--- src/rtl/spi_accel_pkg.sv ---
// Shared constants and types for the accelerometer SPI responder.
package spi_accel_pkg;

   // Register map
   localparam logic [5:0] ADDR_WHO_AM_I  = 6'h0F;
   localparam logic [5:0] ADDR_CTRL_REG1 = 6'h20;
   localparam logic [5:0] ADDR_INT2_CFG  = 6'h25;
   localparam logic [5:0] ADDR_OUT_X_L   = 6'h28;
   localparam logic [5:0] ADDR_OUT_X_H   = 6'h29;

   // Bit positions inside the command byte (frame bits 15:8)
   localparam int unsigned BIT_RW   = 7;
   localparam int unsigned BIT_MS   = 6;
   localparam int unsigned ADDR_MSB = 5;

   // Responder frame FSM
   typedef enum logic [1:0] {
      ARM,
      IDLE,
      CMD,
      DATA
   } state_t;

endpackage

--- src/rtl/spi_sync_edge.sv ---
// Two-flop synchroniser for an asynchronous pin with rise/fall pulse outputs.
module spi_sync_edge #(
   parameter logic RST_VAL = 1'b0
) (
   input  logic i_clk,
   input  logic i_rst,
   input  logic i_async,
   output logic o_level,
   output logic o_rise,
   output logic o_fall
);

   logic r_meta;
   logic r_sync;
   logic r_prev;

   // Synchronise the pin and keep the previous synchronised value for edge detection
   always_ff @(posedge i_clk) begin
      if (i_rst) begin
         r_meta <= RST_VAL;
         r_sync <= RST_VAL;
         r_prev <= RST_VAL;
      end else begin
         r_meta <= i_async;
         r_sync <= r_meta;
         r_prev <= r_sync;
      end
   end

   assign o_level = r_sync;
   assign o_rise  = r_sync & ~r_prev;
   assign o_fall  = ~r_sync & r_prev;

endmodule

--- src/rtl/spi_accel_responder.sv ---
// SPI mode-3 responder modelling the accelerometer register interface.
module spi_accel_responder
   import spi_accel_pkg::*;
#(
   parameter logic [7:0] WHO_AM_I_VAL  = 8'h33,
   parameter logic [7:0] CTRL_REG1_RST = 8'h07,
   parameter logic [7:0] INT2_CFG_RST  = 8'h00
) (
   input  logic        CLK_50,
   input  logic        RESET,
   input  logic        CS,
   input  logic        SCLK,
   input  logic        DIN,
   output logic        DO,
   output logic        DO_OE,
   input  logic [15:0] X_SAMPLE,
   input  logic        X_VALID,
   output logic [7:0]  CTRL_REG1,
   output logic [7:0]  INT2_CFG,
   output logic        WR_STB,
   output logic [5:0]  WR_ADDR,
   output logic        FRAME_ERR
);

   logic w_cs_lvl, w_cs_rise, w_cs_fall;
   logic w_sclk_lvl, w_sclk_rise, w_sclk_fall;
   logic w_din_lvl, w_din_rise, w_din_fall;
   logic w_unused;

   state_t r_state, w_state_d;

   logic [2:0]  r_bit_cnt;
   logic [6:0]  r_shift_in;
   logic        r_rw;
   logic        r_ms;
   logic [5:0]  r_addr;
   logic [7:0]  r_do_shift;
   logic        r_do;
   logic        r_do_oe;
   logic        r_fetch;
   logic        r_byte_done;
   logic [7:0]  r_wdata;
   logic [7:0]  r_ctrl;
   logic [7:0]  r_int2;
   logic [15:0] r_out_x;
   logic [15:0] r_pend_x;
   logic        r_pend_v;
   logic        r_wr_stb;
   logic [5:0]  r_wr_addr;
   logic        r_frame_err;

   logic        w_in_frame;
   logic        w_shift;
   logic        w_byte_end;
   logic        w_cmd_end;
   logic        w_abort;
   logic [7:0]  w_byte;
   logic [7:0]  w_rd_data;

   // CS resets low so that a frame in flight at reset is not mistaken for a new one
   spi_sync_edge #(.RST_VAL(1'b0)) u_sync_cs (
      .i_clk   (CLK_50),
      .i_rst   (RESET),
      .i_async (CS),
      .o_level (w_cs_lvl),
      .o_rise  (w_cs_rise),
      .o_fall  (w_cs_fall)
   );

   // SCLK idles high
   spi_sync_edge #(.RST_VAL(1'b1)) u_sync_sclk (
      .i_clk   (CLK_50),
      .i_rst   (RESET),
      .i_async (SCLK),
      .o_level (w_sclk_lvl),
      .o_rise  (w_sclk_rise),
      .o_fall  (w_sclk_fall)
   );

   spi_sync_edge #(.RST_VAL(1'b0)) u_sync_din (
      .i_clk   (CLK_50),
      .i_rst   (RESET),
      .i_async (DIN),
      .o_level (w_din_lvl),
      .o_rise  (w_din_rise),
      .o_fall  (w_din_fall)
   );

   assign w_unused = w_sclk_lvl ^ w_din_rise ^ w_din_fall;

   assign w_in_frame = (r_state == CMD) || (r_state == DATA);
   assign w_shift    = w_in_frame && w_sclk_rise;
   assign w_byte_end = w_shift && (r_bit_cnt == 3'd7);
   assign w_cmd_end  = w_byte_end && (r_state == CMD);
   assign w_abort    = w_in_frame && w_cs_rise;
   assign w_byte     = {r_shift_in, w_din_lvl};

   // Register read mux, addressed by the current frame address
   always_comb begin
      w_rd_data = 8'h00;
      case (r_addr)
         ADDR_WHO_AM_I:  w_rd_data = WHO_AM_I_VAL;
         ADDR_CTRL_REG1: w_rd_data = r_ctrl;
         ADDR_INT2_CFG:  w_rd_data = r_int2;
         ADDR_OUT_X_L:   w_rd_data = r_out_x[7:0];
         ADDR_OUT_X_H:   w_rd_data = r_out_x[15:8];
         default:        w_rd_data = 8'h00;
      endcase
   end

   // FSM state register
   always_ff @(posedge CLK_50) begin
      if (RESET) begin
         r_state <= ARM;
      end else begin
         r_state <= w_state_d;
      end
   end

   // FSM next-state logic
   always_comb begin
      w_state_d = r_state;
      case (r_state)
         ARM:     if (w_cs_lvl) w_state_d = IDLE;
         IDLE:    if (w_cs_fall) w_state_d = CMD;
         CMD: begin
            if (w_cs_rise) begin
               w_state_d = IDLE;
            end else if (w_byte_end) begin
               w_state_d = DATA;
            end
         end
         DATA:    if (w_cs_rise) w_state_d = IDLE;
         default: w_state_d = ARM;
      endcase
   end

   // Frame datapath: shift-in, DO shifter, write commit and error flag
   always_ff @(posedge CLK_50) begin
      if (RESET) begin
         r_bit_cnt   <= 3'd0;
         r_shift_in  <= 7'd0;
         r_rw        <= 1'b0;
         r_ms        <= 1'b0;
         r_addr      <= 6'd0;
         r_do_shift  <= 8'h00;
         r_do        <= 1'b0;
         r_do_oe     <= 1'b0;
         r_fetch     <= 1'b0;
         r_byte_done <= 1'b0;
         r_wdata     <= 8'h00;
         r_ctrl      <= CTRL_REG1_RST;
         r_int2      <= INT2_CFG_RST;
         r_wr_stb    <= 1'b0;
         r_wr_addr   <= 6'd0;
         r_frame_err <= 1'b0;
      end else begin
         r_do_oe     <= ~w_cs_lvl;
         r_wr_stb    <= 1'b0;
         r_fetch     <= 1'b0;
         r_byte_done <= 1'b0;

         if (!w_in_frame || w_abort) begin
            r_bit_cnt <= 3'd0;
         end else if (w_shift) begin
            r_bit_cnt  <= r_bit_cnt + 3'd1;
            r_shift_in <= w_byte[6:0];
         end

         // A partial byte at CS rise is dropped; only the error is recorded
         if (w_abort && (r_bit_cnt != 3'd0)) begin
            r_frame_err <= 1'b1;
         end

         if (w_cmd_end && !w_abort) begin
            r_rw    <= w_byte[BIT_RW];
            r_ms    <= w_byte[BIT_MS];
            r_addr  <= w_byte[ADDR_MSB:0];
            r_fetch <= w_byte[BIT_RW];
         end

         if (w_byte_end && (r_state == DATA) && !w_abort) begin
            r_byte_done <= 1'b1;
            r_wdata     <= w_byte;
         end

         // Commit the finished byte, then step the address for the next one
         if (r_byte_done) begin
            if (!r_rw) begin
               case (r_addr)
                  ADDR_CTRL_REG1: begin
                     r_ctrl    <= r_wdata;
                     r_wr_stb  <= 1'b1;
                     r_wr_addr <= r_addr;
                  end
                  ADDR_INT2_CFG: begin
                     r_int2    <= r_wdata;
                     r_wr_stb  <= 1'b1;
                     r_wr_addr <= r_addr;
                  end
                  default: ;
               endcase
            end
            if (r_ms) begin
               r_addr <= r_addr + 6'd1;
            end
            r_fetch <= r_rw;
         end

         if (r_fetch) begin
            r_do_shift <= w_rd_data;
         end else if ((r_state == DATA) && r_rw && w_sclk_fall) begin
            r_do       <= r_do_shift[7];
            r_do_shift <= {r_do_shift[6:0], 1'b0};
         end

         if (r_state != DATA) begin
            r_do <= 1'b0;
         end
      end
   end

   // OUT_X update; samples arriving mid-frame wait until CS is high again
   always_ff @(posedge CLK_50) begin
      if (RESET) begin
         r_out_x  <= 16'h0000;
         r_pend_x <= 16'h0000;
         r_pend_v <= 1'b0;
      end else if (X_VALID && w_cs_lvl) begin
         r_out_x  <= X_SAMPLE;
         r_pend_v <= 1'b0;
      end else if (X_VALID) begin
         r_pend_x <= X_SAMPLE;
         r_pend_v <= 1'b1;
      end else if (r_pend_v && w_cs_lvl) begin
         r_out_x  <= r_pend_x;
         r_pend_v <= 1'b0;
      end
   end

   assign DO        = r_do;
   assign DO_OE     = r_do_oe;
   assign CTRL_REG1 = r_ctrl;
   assign INT2_CFG  = r_int2;
   assign WR_STB    = r_wr_stb;
   assign WR_ADDR   = r_wr_addr;
   assign FRAME_ERR = r_frame_err;

endmodule

--- config.mk ---
export PLATFORM = sky130hd
export DESIGN_NAME = spi_accel_responder
export DESIGN_NICKNAME = d
export VERILOG_FILES = /design/src/rtl/spi_accel_pkg.sv /design/src/rtl/spi_sync_edge.sv /design/src/rtl/spi_accel_responder.sv
export SDC_FILE = /design/constraint.sdc
export NUM_CORES = 1
export LEC_CHECK = 0
export CAP_MARGIN = 20
export CORE_MARGIN = 5
export CORE_UTILIZATION = 60
export CTS_BUF_LIST = sky130_fd_sc_hd__clkbuf_2
export DETAILED_ROUTE_END_ITERATION = 10
export GPL_TIMING_DRIVEN = 1
export PLACE_DENSITY = 0.83
export SETUP_SLACK_MARGIN = 0.1
export SLEW_MARGIN = 20
export SYNTH_ARGS = -nofsm -noshare
export SYNTH_HDL_FRONTEND = slang
export SYNTH_SLANG_ARGS = --single-unit
--- constraint.sdc ---
create_clock -name CLK_50 -period 4.3 [get_ports CLK_50]
set_input_delay 0.43 -clock CLK_50 [delete_from_list [all_inputs] [get_ports CLK_50]]
set_output_delay 0.43 -clock CLK_50 [all_outputs]
set_load 0.01 [all_outputs]
# --- Word-level counts from Yosys, hierarchy flattened ---
# Cells that the tools add are included.
word_totals:
  output_inout_bits: 26
  regBits: 105
op_classes:
  n_eq_ne: 15
  muxes: 21
  n_reduce_logical: 34
  bitwise_logic: 13
  add_sub_neg: 2
ops:
  columns: ["operator", "n"]
  rows:
  - ["$mux 16", 3]
  - ["$pmux 8 s5", 1]
  - ["$eq 6x6->1 const B", 4]
  - ["$mux 6", 3]
  - ["$mux 8", 2]
  - ["$logic_and 1x1->1", 12]
  - ["$mux 2", 5]
  - ["$not 1->1", 9]
  - ["$reduce_and 3->1", 3]
  - ["$pmux 2 s4", 1]
  - ["$reduce_and 2->1", 4]
  - ["$reduce_or 2->1", 4]
  - ["$add 6x1->6 const B", 1]
  - ["$eq 6x4->1 const B", 1]
  - ["$mux 1", 6]
  - ["$ne 2x1->1 const B", 3]
  - ["$reduce_bool 2->1", 3]
  - ["$and 1x1->1", 4]
  - ["$eq 2x2->1 const B", 2]
  - ["$ne 2x2->1 const B", 2]
  - ["$reduce_and 4->1", 1]
  - ["$add 3x1->3 const B", 1]
  - ["$eq 3x3->1 const B", 1]
  - ["$ne 3x3->1 const B", 1]
  - ["6 further kinds", 8]

# --- Logic depth before layout (Yosys ltp) ---
logic_depth:
  word_depth: 9
  depth_mapped: 7

# --- Modules after synthesis ---
# From an unflattened synthesis, not the netlist that was laid out.
unflattened:
  cells_unflattened: 525
  area_unflattened_um2: 4596.9
modules_own_cells:
  columns: ["mod", "area_per_inst_um2", "cells_each", "n_inst"]
  rows:
  - ["spi_accel_responder", 4321.6, 501, 1]
  - ["spi_sync_edge at u_sync_cs ...", 91.3, 8, 2]
  - ["spi_sync_edge at u_sync_sclk", 92.6, 8, 1]

# --- Least setup slack after synthesis ---
# No wires, ideal clock.
synth_timing:
  path_type: "register to register"
  start: "register r_addr[3]"
  end: "register r_ctrl[0], in the netlist CTRL_REG1[0]"
  setup_ns: 0.120
  slack_ns: 2.441
  stages_incl_launch_ff: 7
  arrival_time_ns: 1.739
  path_cell_list: "dfxtp_1 > buf_6 > or3b_1 > buf_6 > or3_4 > buf_6 > a211o_1"
synth_via:
  elab_chain_cells: 2
synth_lines:
  columns: ["element", "line_no", "rtl"]
  rows:
  - ["start: declaration", "spi_accel_responder.sv:36", "logic [5:0] r_addr;"]
  - ["start signal: assignment", "spi_accel_responder.sv:178", "r_addr <= w_byte[ADDR_MSB:0];"]
  - ["start signal: assignment", "spi_accel_responder.sv:205", "r_addr <= r_addr + 6'd1;"]
  - ["$eq 6x6->1", "spi_accel_responder.sv:190", "case (r_addr)"]
  - ["$reduce_and 3->1 (no source line)", null, null]
  - ["end signal: assignment", "spi_accel_responder.sv:192", "r_ctrl <= r_wdata;"]
  - ["end: declaration", "spi_accel_responder.sv:43", "logic [7:0] r_ctrl;"]
# Every way passes these cells.
# A chain may end at the register's enable or synchronous reset.

# --- Worst setup path after layout ---
layout_timing:
  start: "register u_sync_cs.r_sync, in the netlist u_sync_cs.o_level"
  end: "register r_out_x[1]"
layout_via:
  elab_chain_cells: 3
  word_cells_on_any_way: 6
  cone_classes: "eq/ne (1); mux (1); reduce/logical (4)"
layout_lines:
  columns: ["element", "line_no", "rtl"]
  rows:
  - ["start: declaration", "spi_sync_edge.sv:14", "logic r_sync;"]
  - ["start signal: assignment", "spi_sync_edge.sv:25", "r_sync <= r_meta;"]
  - ["$logic_and 1x1->1, on equally long branches", "spi_accel_responder.sv:229, spi_accel_responder.sv:235", null]
  - ["$ne 2x1->1 (no source line) / $reduce_bool 2->1 (equally long branches)", null, null]
  - ["$reduce_and 2->1 (no source line)", null, null]
  - ["end signal: assignment", "spi_accel_responder.sv:236", "r_out_x <= r_pend_x;"]
  - ["end: declaration", "spi_accel_responder.sv:45", "logic [15:0] r_out_x;"]
# Parallel ways exist; a longest one is shown, timed or not.

==> flow_summary.toml <==
[run_status]
run_status = "finished clean"

[cts]
clock_sinks = 105
post_cts_resized = 0
ctsHoldBuffers = 0
postCtsSetupBuffers = 0
cts.clk_slew.worst_paths_ns = 0.27
cts_tree = "yes"
insertion_delay_ns = 0.57
cts_htree_levels = 3
ctsRootBufferMaster = "sky130_fd_sc_hd__clkbuf_2"
cts_inserted_buffers = 9
cts-root-to-sink-buffers = 2

[hold_path]
hold-path-cell-count = 2
worst_hold_path_class = "primary input to flop"

[power]
p_int_mw = 1.15
seqPwrFrac = 0.656
p_sw_mw = 0.408
p_clk_frac = 0.250
total_power_mw = 1.56
vdd.ir_drop.worst_v = 0.000170
power.share.switching = 0.262
power_density_relative_to_cell_area_mw_per_mm2 = 300
combinationalPowerShare = 0.094
power_leakage_nw = 1.95

[final_layout]
number_of_filler_instances_in_the_final_layout = 619
most_common_cell_after_layout_fill_and_taps_aside = "sky130_fd_sc_hd__dfxtp_1"
multi_input_comb_area_mm2 = 0.00234
layout.cells.most_common_list = "sky130_fd_sc_hd__dfxtp_1 (105), sky130_fd_sc_hd__nor2_1 (77), sky130_fd_sc_hd__mux2i_1 (59)"
layout_cell_share_with_drive_strength_beyond_1 = 0.0472
design.final.nets = 578
n_antenna_cell = 0
sequential_cell_area_mm2 = 0.00210
area_growth_syn_to_layout_pct = 11.5

[setup_path]
worst-setup-path-type = "flop to flop"
reg_to_reg_critical_path_endpoint = "r_out_x[1]"
slowest_delay_ns = 0.92
setup.worst_path.start = "u_sync_cs.o_level"
crit_path_start_kind = "flop"
worst_path_most_repeated_cell = "sky130_fd_sc_hd__nor2_1"
r2r_slack_ns = 1.89
setup.worst_path.end_class = "flop"
cp_slowest_cell = "sky130_fd_sc_hd__dfxtp_1"
cp_max_fo = 25
timing.rr.start = "u_sync_cs.o_level"
worst-endpoint-arrival_ns = 2.89
crit_end = "r_out_x[1]"
ff2ff_path_depth = 4
worstPathRequired_ns = 4.79
cells_along_the_critical_path = "inv_1, nor2_1, nor2_1, a211oi_1"

[timing]
report.final.hold_viol_count = 0
setup-tns-final_ns = 0
fmax_mhz = 415
maxSlewViolCount = 0
tightest_slew_ns = 0.977
setup-violations-final = 0
finClkSkew_ns = 0.0274
timing.final.crit_period_ns = 2.41
rsz_0062_raised_after_global_routing = "false"
hold_slack_ns = 0.343
fin_crit_sh = 0.560
relative_slew_slack = 0.346

[flow_run]
drv.max_cap_violation_count = 0

[floorplanning]
fp.dieH_um = 98.1
die-width_um = 98.1
io_pins = 48
placementRows = 32
initial_core_util = 0.609
die_footprint_mm2 = 0.00962
core_area_mm2 = 0.00765

[detailed_routing]
drc = 0
routed-via-count = 3785
wl_per_cell_um = 15.5
avgViaCountPerCell = 5.80
detail_route.first_pass.iterations = 4
totalWireLength_mm = 10.1
ant_nets = 0
first_iter_violations = 241

[yosys]
synth_area_mm2 = 0.00465
net_count_of_the_mapped_netlist = 553
post-synth-top-area-cell = "sky130_fd_sc_hd__dfxtp_1"
yosys.area.top_type_share = 0.452
ys_ff_latch = 105
syn_area_per_cell_um2 = 8.93
number_of_enable_type_register_cells_in_the_synthesized_netlist = 0
synthesis.instances = 521
postSynth.topFlopCell = "sky130_fd_sc_hd__dfxtp_1"
synth_warnings = 0
async_reset_ff_frac = 0
yosys-top-cells-area = "sky130_fd_sc_hd__dfxtp_1 (45%), sky130_fd_sc_hd__mux2i_1 (13%), sky130_fd_sc_hd__nor2_1 (6.2%), sky130_fd_sc_hd__a211oi_1 (3.7%), sky130_fd_sc_hd__nand2_1 (3.5%)"
synth_seq_area_share = 0.452
netlist-cell-type-count = 51

[grt]
gr-total-overflow = 0
grt_pass1_wl_mm = 17.0
grt_start_max_net_pins = 68
initial_antenna_violation_count = 0
first_global_vias = 3528
grt_util_all_layers = 0.214

[place]
routabilityCongestion = 0.909
portBuffers = 47
detailedPlacementHpwl_mm = 7.12
state kept, by name (all words and copies together), names as in the netlist, 2 cells and up:
name	count
r_out_x	16
r_pend_x	16
CTRL_REG1	8
INT2_CFG	8
r_do_shift	8
r_wdata	8
r_shift_in	7
WR_ADDR	6
r_addr	6
r_bit_cnt	3
r_state	2
power groups by stage:
stage	sequential (mW)	clock [mW]	combinational (mW)
2_1_floorplan	1.03	0	0.105
3_3_place_gp	1.04	0	0.139
3_5_place_dp	1.04	0	0.144
4_1_cts	1.02	0.394	0.145
5_1_grt	1.03	0.434	0.163
6_report	1.02	0.389	0.146
synth_stat cells, types with 2 or more instances:
cell type and instances:
sky130_fd_sc_hd__dfxtp_1 105, sky130_fd_sc_hd__nor2_1 77, sky130_fd_sc_hd__mux2i_1 59, sky130_fd_sc_hd__nand2_1 44
sky130_fd_sc_hd__a21oi_1 29, sky130_fd_sc_hd__a211oi_1 23, sky130_fd_sc_hd__clkbuf_1 23, sky130_fd_sc_hd__nand2b_1 22
sky130_fd_sc_hd__inv_1 15, sky130_fd_sc_hd__ha_1 10, sky130_fd_sc_hd__nand3_1 9, sky130_fd_sc_hd__nor2b_1 9
sky130_fd_sc_hd__o21ai_0 9, sky130_fd_sc_hd__o22ai_1 9, sky130_fd_sc_hd__a31oi_1 6, sky130_fd_sc_hd__nor3_1 6
sky130_fd_sc_hd__nor3b_1 6, sky130_fd_sc_hd__buf_1 5, sky130_fd_sc_hd__nand3b_1 4, sky130_fd_sc_hd__nand4b_1 4
sky130_fd_sc_hd__a211o_1 3, sky130_fd_sc_hd__and2_1 3, sky130_fd_sc_hd__and3_1 3, sky130_fd_sc_hd__buf_6 3
sky130_fd_sc_hd__o211ai_1 3, sky130_fd_sc_hd__or2_2 3, sky130_fd_sc_hd__a22oi_1 2, sky130_fd_sc_hd__buf_2 2
sky130_fd_sc_hd__nand4_1 2, sky130_fd_sc_hd__o31ai_1 2
metrics by stage:
stage                     worst slack, ns  std cells  area (µm²)   util
after detailed placement             1.45        637        5100  0.667
after global routing                 1.55        653        5190  0.679
final                                1.89        653        5190  0.679
after CTS                            1.91        653        5190  0.678
after floorplan                      2.44        521        4650      -
after global placement               1.51        637        5100  0.667
metal layers:
layer  global-route usage  wire length [µm]
met1                0.276              4520
met5                    0                 0
met3               0.0486               605
met2                0.354              4820
met4               0.0724               194
how the worst min path moves through the flow:
stage | start | to | slack [ns]
5_1_grt | DIN | u_sync_din.r_meta | 0.32
3_5_place_dp | u_sync_sclk.r_meta | u_sync_sclk.o_level | 0.40
3_3_place_gp | u_sync_sclk.r_meta | u_sync_sclk.o_level | 0.39
6_report | RESET | INT2_CFG[4] | 0.34
4_1_cts | DIN | u_sync_din.r_meta | 0.35
2_1_floorplan | u_sync_sclk.r_meta | u_sync_sclk.o_level | 0.39
worst max-delay path, delay by kind of cell (launching register included):
kind	cells	cell delay, ns
buffers and inverters	1	0.22
and+or+nand+nor	2	0.93
AOI/OAI and AO/OA	1	0.27
DFF	1	0.92
logic make-up after synthesis:
kind of cell / share of synthesized area
buffers and inverters: 0.0457
and+or+nand+nor: 0.215
DFF: 0.452
AOI/OAI and AO/OA: 0.132
adders and majority gates: 0.0269
muxes: 0.127
xor gates and xnor gates: 0.00188
layout make-up:
cell class,count,area share
clock inverters,5,0.00627
multi-input cells,367,0.451
inverters,15,0.0108
repair buffers,48,0.0916
well taps,102,0.0246
clock buffers,11,0.0106
flip-flops and latches,105,0.405
Power figures use the tool's default switching activity.
